[config.mk]
export PLATFORM = sky130hd
export DESIGN_NAME = fetch_stage
export DESIGN_NICKNAME = d
export VERILOG_FILES = /design/src/rtl/mips_defs.sv /design/src/rtl/pc_reg.sv /design/src/rtl/fetch_stage.sv
export SDC_FILE = /design/constraint.sdc
export NUM_CORES = 1
export LEC_CHECK = 0
export BUFFER_PORTS_ARGS = -buffer_cell sky130_fd_sc_hd__buf_4
export CORE_ASPECT_RATIO = 0.5
export CORE_MARGIN = 10
export CORE_UTILIZATION = 50
export DETAILED_ROUTE_END_ITERATION = 10
export GPL_TIMING_DRIVEN = 0
export MAX_ROUTING_LAYER = met4
export PLACE_DENSITY_LB_ADDON = 0.1
export REMOVE_ABC_BUFFERS = 1
export SYNTH_ARGS = -nofsm -noshare
export SYNTH_HDL_FRONTEND = slang
export SYNTH_HIERARCHICAL = 1
export SYNTH_SLANG_ARGS = --single-unit
[constraint.sdc]
create_clock -name clk -period 4.8 [get_ports clk]
set_input_delay 0.24 -clock clk [delete_from_list [all_inputs] [get_ports clk]]
set_output_delay 0.24 -clock clk [all_outputs]
set_load 0.01 [all_outputs]
[src/rtl/mips_defs.sv]
// Shared MIPS pipeline constants: address map, bubble encoding and exception codes.
package mips_defs;

    localparam logic [31:0] PC_BASE  = 32'h0000_3000;
    localparam int unsigned IM_WORDS = 4096;
    localparam logic [31:0] IM_LIMIT = 32'(IM_WORDS * 4);
    localparam logic [31:0] NOP_WORD = 32'h0000_0000;
    localparam logic [4:0]  EXC_ADEL = 5'd4;

    // A fetch faults when the PC is not word aligned or runs past the end of instruction memory.
    function automatic logic fetch_addr_err(input logic [31:0] pc);
        return (pc[1:0] != 2'b00) || (pc >= IM_LIMIT);
    endfunction

endpackage

[src/rtl/pc_reg.sv]
// Zero-based program counter with asynchronous reset and a hazard-stall hold.
module pc_reg (
    input  logic        clk,
    input  logic        reset,
    input  logic        i_stall,
    input  logic [31:0] i_npc,
    output logic [31:0] o_pc
);

    logic [31:0] r_pc;

    // NOTE: sequential state uses non-blocking assignments so every flop samples pre-edge values.
    always_ff @(posedge clk or posedge reset) begin
        if (reset) begin
            r_pc <= 32'h0000_0000;
        end else if (!i_stall) begin
            r_pc <= i_npc;
        end
    end

    assign o_pc = r_pc;

endmodule

[src/rtl/fetch_stage.sv]
// Fetch stage: owns the PC, drives the instruction-memory index and loads the F/D register.
module fetch_stage
    import mips_defs::*;
(
    input  logic        clk,
    input  logic        reset,
    input  logic        stall,
    input  logic        flush_fd,
    input  logic [31:0] npc_in,
    input  logic [31:0] im_rdata,
    output logic [31:0] F_PC,
    output logic [11:0] im_addr,
    output logic [31:0] D_instr,
    output logic [31:0] D_PC,
    output logic [31:0] D_PC8,
    output logic        D_valid,
    output logic        D_exc_adel
);

    logic        w_fetch_err;
    logic [31:0] w_arch_pc;

    pc_reg u_pc_reg (
        .clk     (clk),
        .reset   (reset),
        .i_stall (stall),
        .i_npc   (npc_in),
        .o_pc    (F_PC)
    );

    assign im_addr     = F_PC[13:2];
    assign w_fetch_err = fetch_addr_err(F_PC);
    assign w_arch_pc   = F_PC + PC_BASE;

    // Stall outranks flush so a bubble never overwrites an instruction Decode is still holding.
    always_ff @(posedge clk or posedge reset) begin
        if (reset) begin
            D_instr    <= NOP_WORD;
            D_PC       <= PC_BASE;
            D_PC8      <= PC_BASE + 32'd8;
            D_valid    <= 1'b0;
            D_exc_adel <= 1'b0;
        end else if (!stall) begin
            D_PC  <= w_arch_pc;
            D_PC8 <= w_arch_pc + 32'd8;
            if (flush_fd) begin
                D_instr    <= NOP_WORD;
                D_valid    <= 1'b0;
                D_exc_adel <= 1'b0;
            end else begin
                D_instr    <= w_fetch_err ? NOP_WORD : im_rdata;
                D_valid    <= 1'b1;
                D_exc_adel <= w_fetch_err;
            end
        end
    end

endmodule

== Word level (Yosys, flattened, before mapping) ==
Index checks and enable logic that the tools add are counted.
W data, S select, Z words.

* Logic and storage cells: 15
* Bits in registers: 130
* Output and inout port bits: 142
* Input port bits: 68

* Reductions and logical operators: 2
* Multiplexer cells: 4
* Add/sub/neg operators: 2
* Magnitude comparators: 1

{| class="wikitable"
|+ Operator list
! operator !! number
|-
| $mux W32 || 2
|-
| $add A32 B14 Y32 const B || 1
|-
| $add A32 B4 Y32 const B || 1
|-
| $ge A32 B15 Y1 const B || 1
|-
| $mux W1 || 2
|-
| $reduce_bool A2 Y1 || 1
|-
| $logic_or A1 B1 Y1 || 1
|}

== Depth between registers and ports, before layout ==
Gate-level depths: netlist of the first run.

* Depth in word-level cells: 4
* Mapped depth: 10

== Modules after synthesis ==
The synthesis of the first run kept the hierarchy.

{| class="wikitable"
|+ Modules (own cells, without submodules)
! module !! sequential area each (sq um) !! cells each !! times used !! area an instance (sq um)
|-
| fetch_stage || 2383.5 || 476 || 1 || 4947.2
|-
| pc_reg || 800.8 || 69 || 1 || 1348.8
|}

== Worst setup path after synthesis of the first run ==
Ideal clock, no wire load.

* Path kind: register -> register
* Start: register u_pc_reg.r_pc[12], in the netlist u_pc_reg/o_pc[12]
* End: register D_PC8[30]
* Stages on the path, launching flop included: 11
* Arrival time: 2.617 ns
* Setup time: 0.066 ns
* Path slack: 2.117 ns
* Cell sequence: dfrtp_1 > buf_4 > inv_1 > ha_1 > buf_2 > nor3b_1 > a31oi_1 > o22a_1 > or4b_1 > o311ai_1 > o311a_1

* Longest elaborated chain between the ends: 2

{| class="wikitable"
|+ Ends and longest elaborated chain
! element !! RTL line !! text
|-
| from (decl) || pc_reg.sv:10 || <nowiki>logic [31:0] r_pc;</nowiki>
|-
| from (signal assigned) || pc_reg.sv:17 || <nowiki>r_pc <= i_npc;</nowiki>
|-
| $add A32 B14 Y32 || fetch_stage.sv:33 || <nowiki>assign w_arch_pc = F_PC + PC_BASE;</nowiki>
|-
| named net w_arch_pc[12] || fetch_stage.sv:21 || <nowiki>logic [31:0] w_arch_pc;</nowiki>
|-
| $add A32 B4 Y32 || fetch_stage.sv:45 || <nowiki>D_PC8 <= w_arch_pc + 32'd8;</nowiki>
|-
| to (signal assigned) || fetch_stage.sv:40 || <nowiki>D_PC8 <= PC_BASE + 32'd8;</nowiki>
|-
| to (signal assigned) || fetch_stage.sv:45 ||
|-
| to (decl) || fetch_stage.sv:15 || <nowiki>output logic [31:0] D_PC8,</nowiki>
|}

The timed path passes the listed nets, and every way through them passes these cells.
A chain may end at the register's enable or synchronous reset.

== Final worst setup path of the first run ==
Same ends and word-level chain as after synthesis.

==> impl_metrics.py, run 1 <==
metrics = {
    "floorplan": {
        "die_x_um": 178.7,
        "ios": 210,
        "start_util": 0.5224,
        "die-area_mm2": 0.01775,
        "die_height_um": 99.35,
        "core-area_mm2": 0.01205,
        "num_rows": 28,
    },
    "placement": {
        "hpwl_mm": 13.32,
        "dpl_worst_slack_ns": 1.536,
        "gp_congestion": 0.8615,
        "io_buffers": 209,
    },
    "synthesis": {
        "synth_top_family_by_area": "simple AND/OR/NAND/NOR gates",
        "syn_inst": 545,
        "ys.flop_type": "dfrtp_1",
        "ys_seq_elements": 127,
        "synth_fa_ha_area_frac": 0.005962,
        "syn_area_mm2": 0.006296,
        "synth_compound_area_frac": 0.1236,
        "syn_area_per_cell_um2": 11.55,
        "yosys_warnings": 6,
        "synth-simple-area-share": 0.1351,
        "netlist-cell-type-count": 66,
        "async_reset_ff_frac": 1.000,
        "synth-seq-area-share": 0.5058,
        "synth-xor-area-share": 0.05286,
        "synthMuxAreaShare": 0.1163,
        "synth_edf_count": 0,
    },
    "final_layout": {
        "layout.nets": 799,
        "num_antenna_cells": 0,
        "final_cell_mix": "211 x buf_4, 122 x dfrtp_1, 47 x nand2_1",
        "fillers": 932,
        "drive_above_1_share": 0.4359,
        "post-route-util": 0.7020,
        "area_delta_synth_final_pct": 34.38,
        "final_common_cell": "buf_4",
    },
    "cts": {
        "h-tree-depth": 4,
        "cts.path.max_buffers": 2,
        "clk_latency_ns": 0.41,
        "postCtsSetupBuffers": 0,
        "clock_sinks": 127,
        "root_buffer": "clkbuf_16",
        "cts.clk_slew.worst_paths_ns": 0.06,
        "cts_buffers": 17,
        "cts_tree": "built",
    },
    "timing": {
        "setup_violations": 0,
        "worstMarginPinSlew_ns": 0.8251,
        "max_freq_mhz": 299.8,
        "post-route-period-util": 0.6948,
        "finalMaxSlewViolations": 0,
        "period_minus_slack_ns": 3.335,
        "rsz0062_at_grt": "no",
        "report.final.hold_viol_count": 0,
        "skew_ns": 0.01079,
        "slew_headroom": 0.4493,
        "setup_ws_ns": 1.465,
    },
    "setup_path": {
        "crit_required_ns": 5.15,
        "r2r_slack_ns": 1.46,
        "worstReg2RegEnd": "D_PC8[30]",
        "criticalPathCategory": "reg2reg",
        "r2r_start": "u_pc_reg/o_pc[12]",
        "endpoint_kind": "flip-flop",
        "arrival_ns": 3.68,
        "r2r_cells": 8,
        "crit_fanout": 15,
        "setup.worst_path.end": "D_PC8[30]",
        "cp-startpoint": "u_pc_reg/o_pc[12]",
        "startpoint_type": "flip-flop",
    },
    "detailed_routing": {
        "drtPass1Iterations": 4,
        "ant_nets": 0,
        "drcViolationCount": 0,
        "viasPerCell": 5.525,
        "wl_per_cell_um": 19.77,
        "totalWireLength_mm": 17.92,
        "vias": 5006,
        "dr.first_iter.drc_count": 525,
    },
    "global_route": {
        "grt_overflow_total": 0,
        "grt_max_degree": 107,
        "track_usage": 0.2032,
        "grt_pass1_vias": 4943,
        "grt_antenna_before_repair": 0,
        "grt_pass1_wl_mm": 27.99,
    },
    "min_path": {
        "min_path_type": "in2reg",
    },
    "pwr": {
        "p_per_area_mw_per_mm2": 383.6,
        "finalPower_uw": 3246,
        "leakage_uw": 0.003915,
        "peakVddDrop_uv": 230.1,
    },
    "flow_run": {
        "drv_cap": 0,
    },
    "run_status": {
        "outcome": "complete, no violations",
    },
}
==> registers in the layout, indices dropped and copies added (netlist names) <==
| name | count |
|---|---|
| u_pc_reg/o_pc | 32 |
| D_valid | 1 |
| D_exc_adel | 1 |
| D_PC | 32 |
| D_instr | 32 |
| D_PC8 | 29 |
==> metal layers <==
layer / up-vias / GRT usage / share of wire
li1: 2336 / - / -
met4: 0 / 0.03980 / 0.0035
met3: 6 / 0.06868 / 0.086
met1: 2480 / 0.2642 / 0.46
met2: 184 / 0.3040 / 0.45
met5: - / - / 0
==> worst max-delay path: stages (launching register included) <==
cell and delay (ns):
dfrtp_1 0.54, inv_1 0.19, ha_1 0.41, nor3b_2 0.59, o311a_1 0.26, o32ai_2 0.17
or4b_1 0.61, o311ai_1 0.30, o311a_1 0.21
==> cells by family after synthesis <==
| kind of cell | after synthesis |
|---|---|
| adder cells (fa/ha/maj) | 3 |
| buffers and inverters | 64 |
| AO/OA/AOI/OAI | 107 |
| AND/OR/NAND/NOR | 151 |
| XOR/XNOR | 38 |
| multiplexers | 55 |
| flip-flops | 127 |
==> cells in the mapped netlist (4+ instances only) <==
library cell | n | area (um^2)
mux2_2 | 25 | 281.5
buf_2 | 10 | 50.05
buf_4 | 19 | 142.6
nand2_1 | 47 | 176.4
clkbuf_1 | 16 | 60.06
inv_1 | 12 | 45.04
dfstp_2 | 5 | 131.4
nor3_1 | 14 | 70.07
nand3_1 | 19 | 95.09
a22o_1 | 32 | 280.3
nor2_1 | 16 | 60.06
and4_1 | 4 | 35.03
dfrtp_1 | 122 | 3053
xor2_1 | 15 | 131.4
nand4_1 | 6 | 37.54
mux2_4 | 30 | 450.4
a21oi_1 | 12 | 60.06
o31ai_1 | 8 | 60.06
o21ai_0 | 28 | 140.1
xnor2_1 | 23 | 201.4
nor4_1 | 12 | 75.07
==> worst min path at each step <==
stage	from	end	slack [ns]	cells after the start
4_1_cts	im_rdata[29]	D_instr[29]	0.03	2
2_1_floorplan	stall	D_PC8[13]	0.30	1
5_1_grt	flush_fd	D_exc_adel	0.03	2
3_3_place_gp	flush_fd	D_exc_adel	0.44	2
3_5_place_dp	reset	D_PC[0]	0.38	2
6_report	im_rdata[29]	D_instr[29]	0.04	2
==> where the power goes <==
part	leakage, uW	total (uW)	switching [uW]	internal, uW
sequential	0.00157	1300	120	1180
clock	0.000297	1340	493	843
combinational	0.00205	610	288	322
total	0.00392	3250	900	2350
==> final cells by class <==
type	count	area, um^2	share of cell area
sequential	127	3184	0.3764
multi-input combinational	354	2738	0.3236
timing repair buffer	215	1660	0.1962
clock buffer	19	442.9	0.05235
tap	165	206.4	0.02440
clock inverter	13	177.7	0.02100
inverter	13	51.30	0.006063
==> stage by stage <==
stage,TNS [ns],hold WS [ns],cells,instance area (um^2)
floorplan,0,0.3047,494,5964
global placement,-15.19,0.4422,868,7740
detailed placement,0,0.3796,873,7830
CTS,0,0.02653,906,8461
global route,0,0.02620,906,8461
finish,0,0.03871,906,8461
==> repair_timing <==
item,4_1_cts,5_1_grt
hold buffers,1,0
setup endpoints to repair,0,0
resized for setup,0,0
endpoints found under the hold margin,47,0
(Power assumes the default switching activity.)
==> run 2: changes to the inputs <==
==> constraint.sdc (replaced) <==
create_clock -name clk -period 3.3 [get_ports clk]
set_input_delay 0.165 -clock clk [delete_from_list [all_inputs] [get_ports clk]]
set_output_delay 0.165 -clock clk [all_outputs]
set_load 0.01 [all_outputs]
==> run 2 against run 1 <==
Global-route usage up 2.0 points; routed wire length increased by 9.7%; combinational power grew 58%; sequential cell count stayed put; critical endpoint unchanged.
==> impl_metrics.py, run 2 (synthesis results as in run 1) <==
metrics = {
    "final_layout": {
        "layout.nets": 864,
        "final_common_cell": "buf_4",
        "post-route-util": 0.7569,
        "fillers": 809,
        "area_delta_synth_final_pct": 44.87,
        "num_antenna_cells": 0,
        "final_cell_mix": "211 x buf_4, 121 x dfrtp_1, 66 x dlygate4sd3_1",
        "drive_above_1_share": 0.4032,
    },
    "cts": {
        "postCtsSetupBuffers": 0,
        "clk_latency_ns": 0.41,
        "h-tree-depth": 4,
        "cts.path.max_buffers": 2,
        "clock_sinks": 127,
        "cts_buffers": 17,
        "cts_tree": "built",
        "root_buffer": "clkbuf_16",
        "cts.clk_slew.worst_paths_ns": 0.06,
    },
    "detailed_routing": {
        "maxUsedRoutingLayer": "met4",
        "totalWireLength_mm": 19.66,
        "viasPerCell": 5.449,
        "met3_length_mm": 1.544,
        "vias": 5291,
        "dr.first_iter.drc_count": 540,
        "drcViolationCount": 0,
        "wl_met1_mm": 8.826,
        "wl_per_cell_um": 20.25,
        "route.met2.wl_mm": 9.135,
        "ant_nets": 0,
        "drtPass1Iterations": 5,
    },
    "global_route": {
        "grt_pass1_vias": 5319,
        "grt_antenna_before_repair": 0,
        "track_usage": 0.2234,
        "grt_overflow_total": 0,
        "grt_pass1_wl_mm": 30.77,
        "grt_max_degree": 107,
    },
    "floorplan": {
        "die-area_mm2": 0.01775,
        "num_rows": 28,
        "die_x_um": 178.7,
        "start_util": 0.5224,
        "core-area_mm2": 0.01205,
        "ios": 210,
        "die_height_um": 99.35,
    },
    "pwr": {
        "peakVddDrop_uv": 337.3,
        "p_per_area_mw_per_mm2": 528.1,
        "leakage_uw": 0.004188,
    },
    "timing": {
        "finalMaxSlewViolations": 0,
        "slew_headroom": 0.4551,
        "setup_ws_ns": 0.2517,
        "setup_tns_ns": 0,
        "report.final.hold_viol_count": 0,
        "max_freq_mhz": 328.1,
        "post-route-period-util": 0.9237,
        "rsz0062_at_grt": "no",
        "skew_ns": 0.01047,
        "worstMarginPinSlew_ns": 0.8164,
        "setup_violations": 0,
        "period_minus_slack_ns": 3.048,
    },
    "placement": {
        "dpl_worst_slack_ns": 0.03647,
        "hpwl_mm": 13.32,
        "gp_congestion": 0.8615,
        "io_buffers": 209,
    },
    "run_status": {
        "outcome": "complete, no violations",
    },
    "setup_path": {
        "r2r_slack_ns": 0.25,
        "r2r_cells": 8,
        "endpoint_kind": "flip-flop",
        "crit_fanout": 15,
        "arrival_ns": 3.39,
        "criticalPathCategory": "reg2reg",
        "crit_required_ns": 3.65,
        "startpoint_type": "flip-flop",
    },
    "min_path": {
        "min_path_type": "in2reg",
        "min_path_cells": 3,
    },
    "flow_run": {
        "drv_cap": 0,
    },
}
run 2: cell types whose count changed in the layout (fill, tap and decap cells not counted), sizes merged:
cell | previous run | this run
dlygate4sd3 | 1 | 66
run 2: report_power, final:
group	switching (uW)	internal, uW
clock network	735	1230
registers	178	1720
logic	441	521
run 2: metrics by stage:
step	cell area, um^2	cells	hold slack, ns	total power (uW)
floorplan	5964	494	0.2297	2304
global placement	7740	868	0.3672	2791
detailed placement	7830	873	0.3046	2818
CTS	9101	970	0.0007549	4842
global route	9121	971	0.1954	5023
finish	9121	971	0.1809	4817
run 2: final cells by class:
| class | instances | area [um^2] | area share |
|---|---|---|---|
| clock inverter | 13 | 177.7 | 0.01948 |
| tap | 165 | 206.4 | 0.02263 |
| inverter | 13 | 51.30 | 0.005624 |
| clock buffer | 19 | 442.9 | 0.04856 |
| multi-input combinational | 354 | 2746 | 0.3011 |
| timing repair buffer | 280 | 2311 | 0.2534 |
| sequential | 127 | 3186 | 0.3492 |
run 2: timing repair:
action	CTS	global route
endpoints found under the hold margin	112	1
resized for setup	0	3
endpoints found under the setup margin	0	7
hold buffers	65	1
run 2: final timing paths:
| kind | end | from |
|---|---|---|
| min in group asynchronous | D_PC[3] | reset |
| max reg2reg | D_PC8[30] | u_pc_reg/o_pc[12] |
| max | D_PC8[30] | u_pc_reg/o_pc[12] |
| max in group asynchronous | D_PC8[12] | reset |
| min | D_PC8[6] | stall |
| min reg2reg | D_PC8[29] | D_PC8[29] |
run 2: per-layer routing:
| layer | GRT usage | up-vias |
|---|---|---|
| met4 | 0.04675 | 0 |
| met5 | - | - |
| met2 | 0.3424 | 194 |
| met3 | 0.06528 | 17 |
| met1 | 0.2891 | 2610 |
| li1 | - | 2470 |
run 2: worst max-delay path: stages, from the launching register on:
cell,delay [ns]
dfrtp_2,0.51
inv_1,0.16
ha_2,0.33
nor3b_4,0.44
o311a_1,0.24
o32ai_2,0.17
or4b_1,0.62
o311ai_1,0.31
o311a_1,0.21
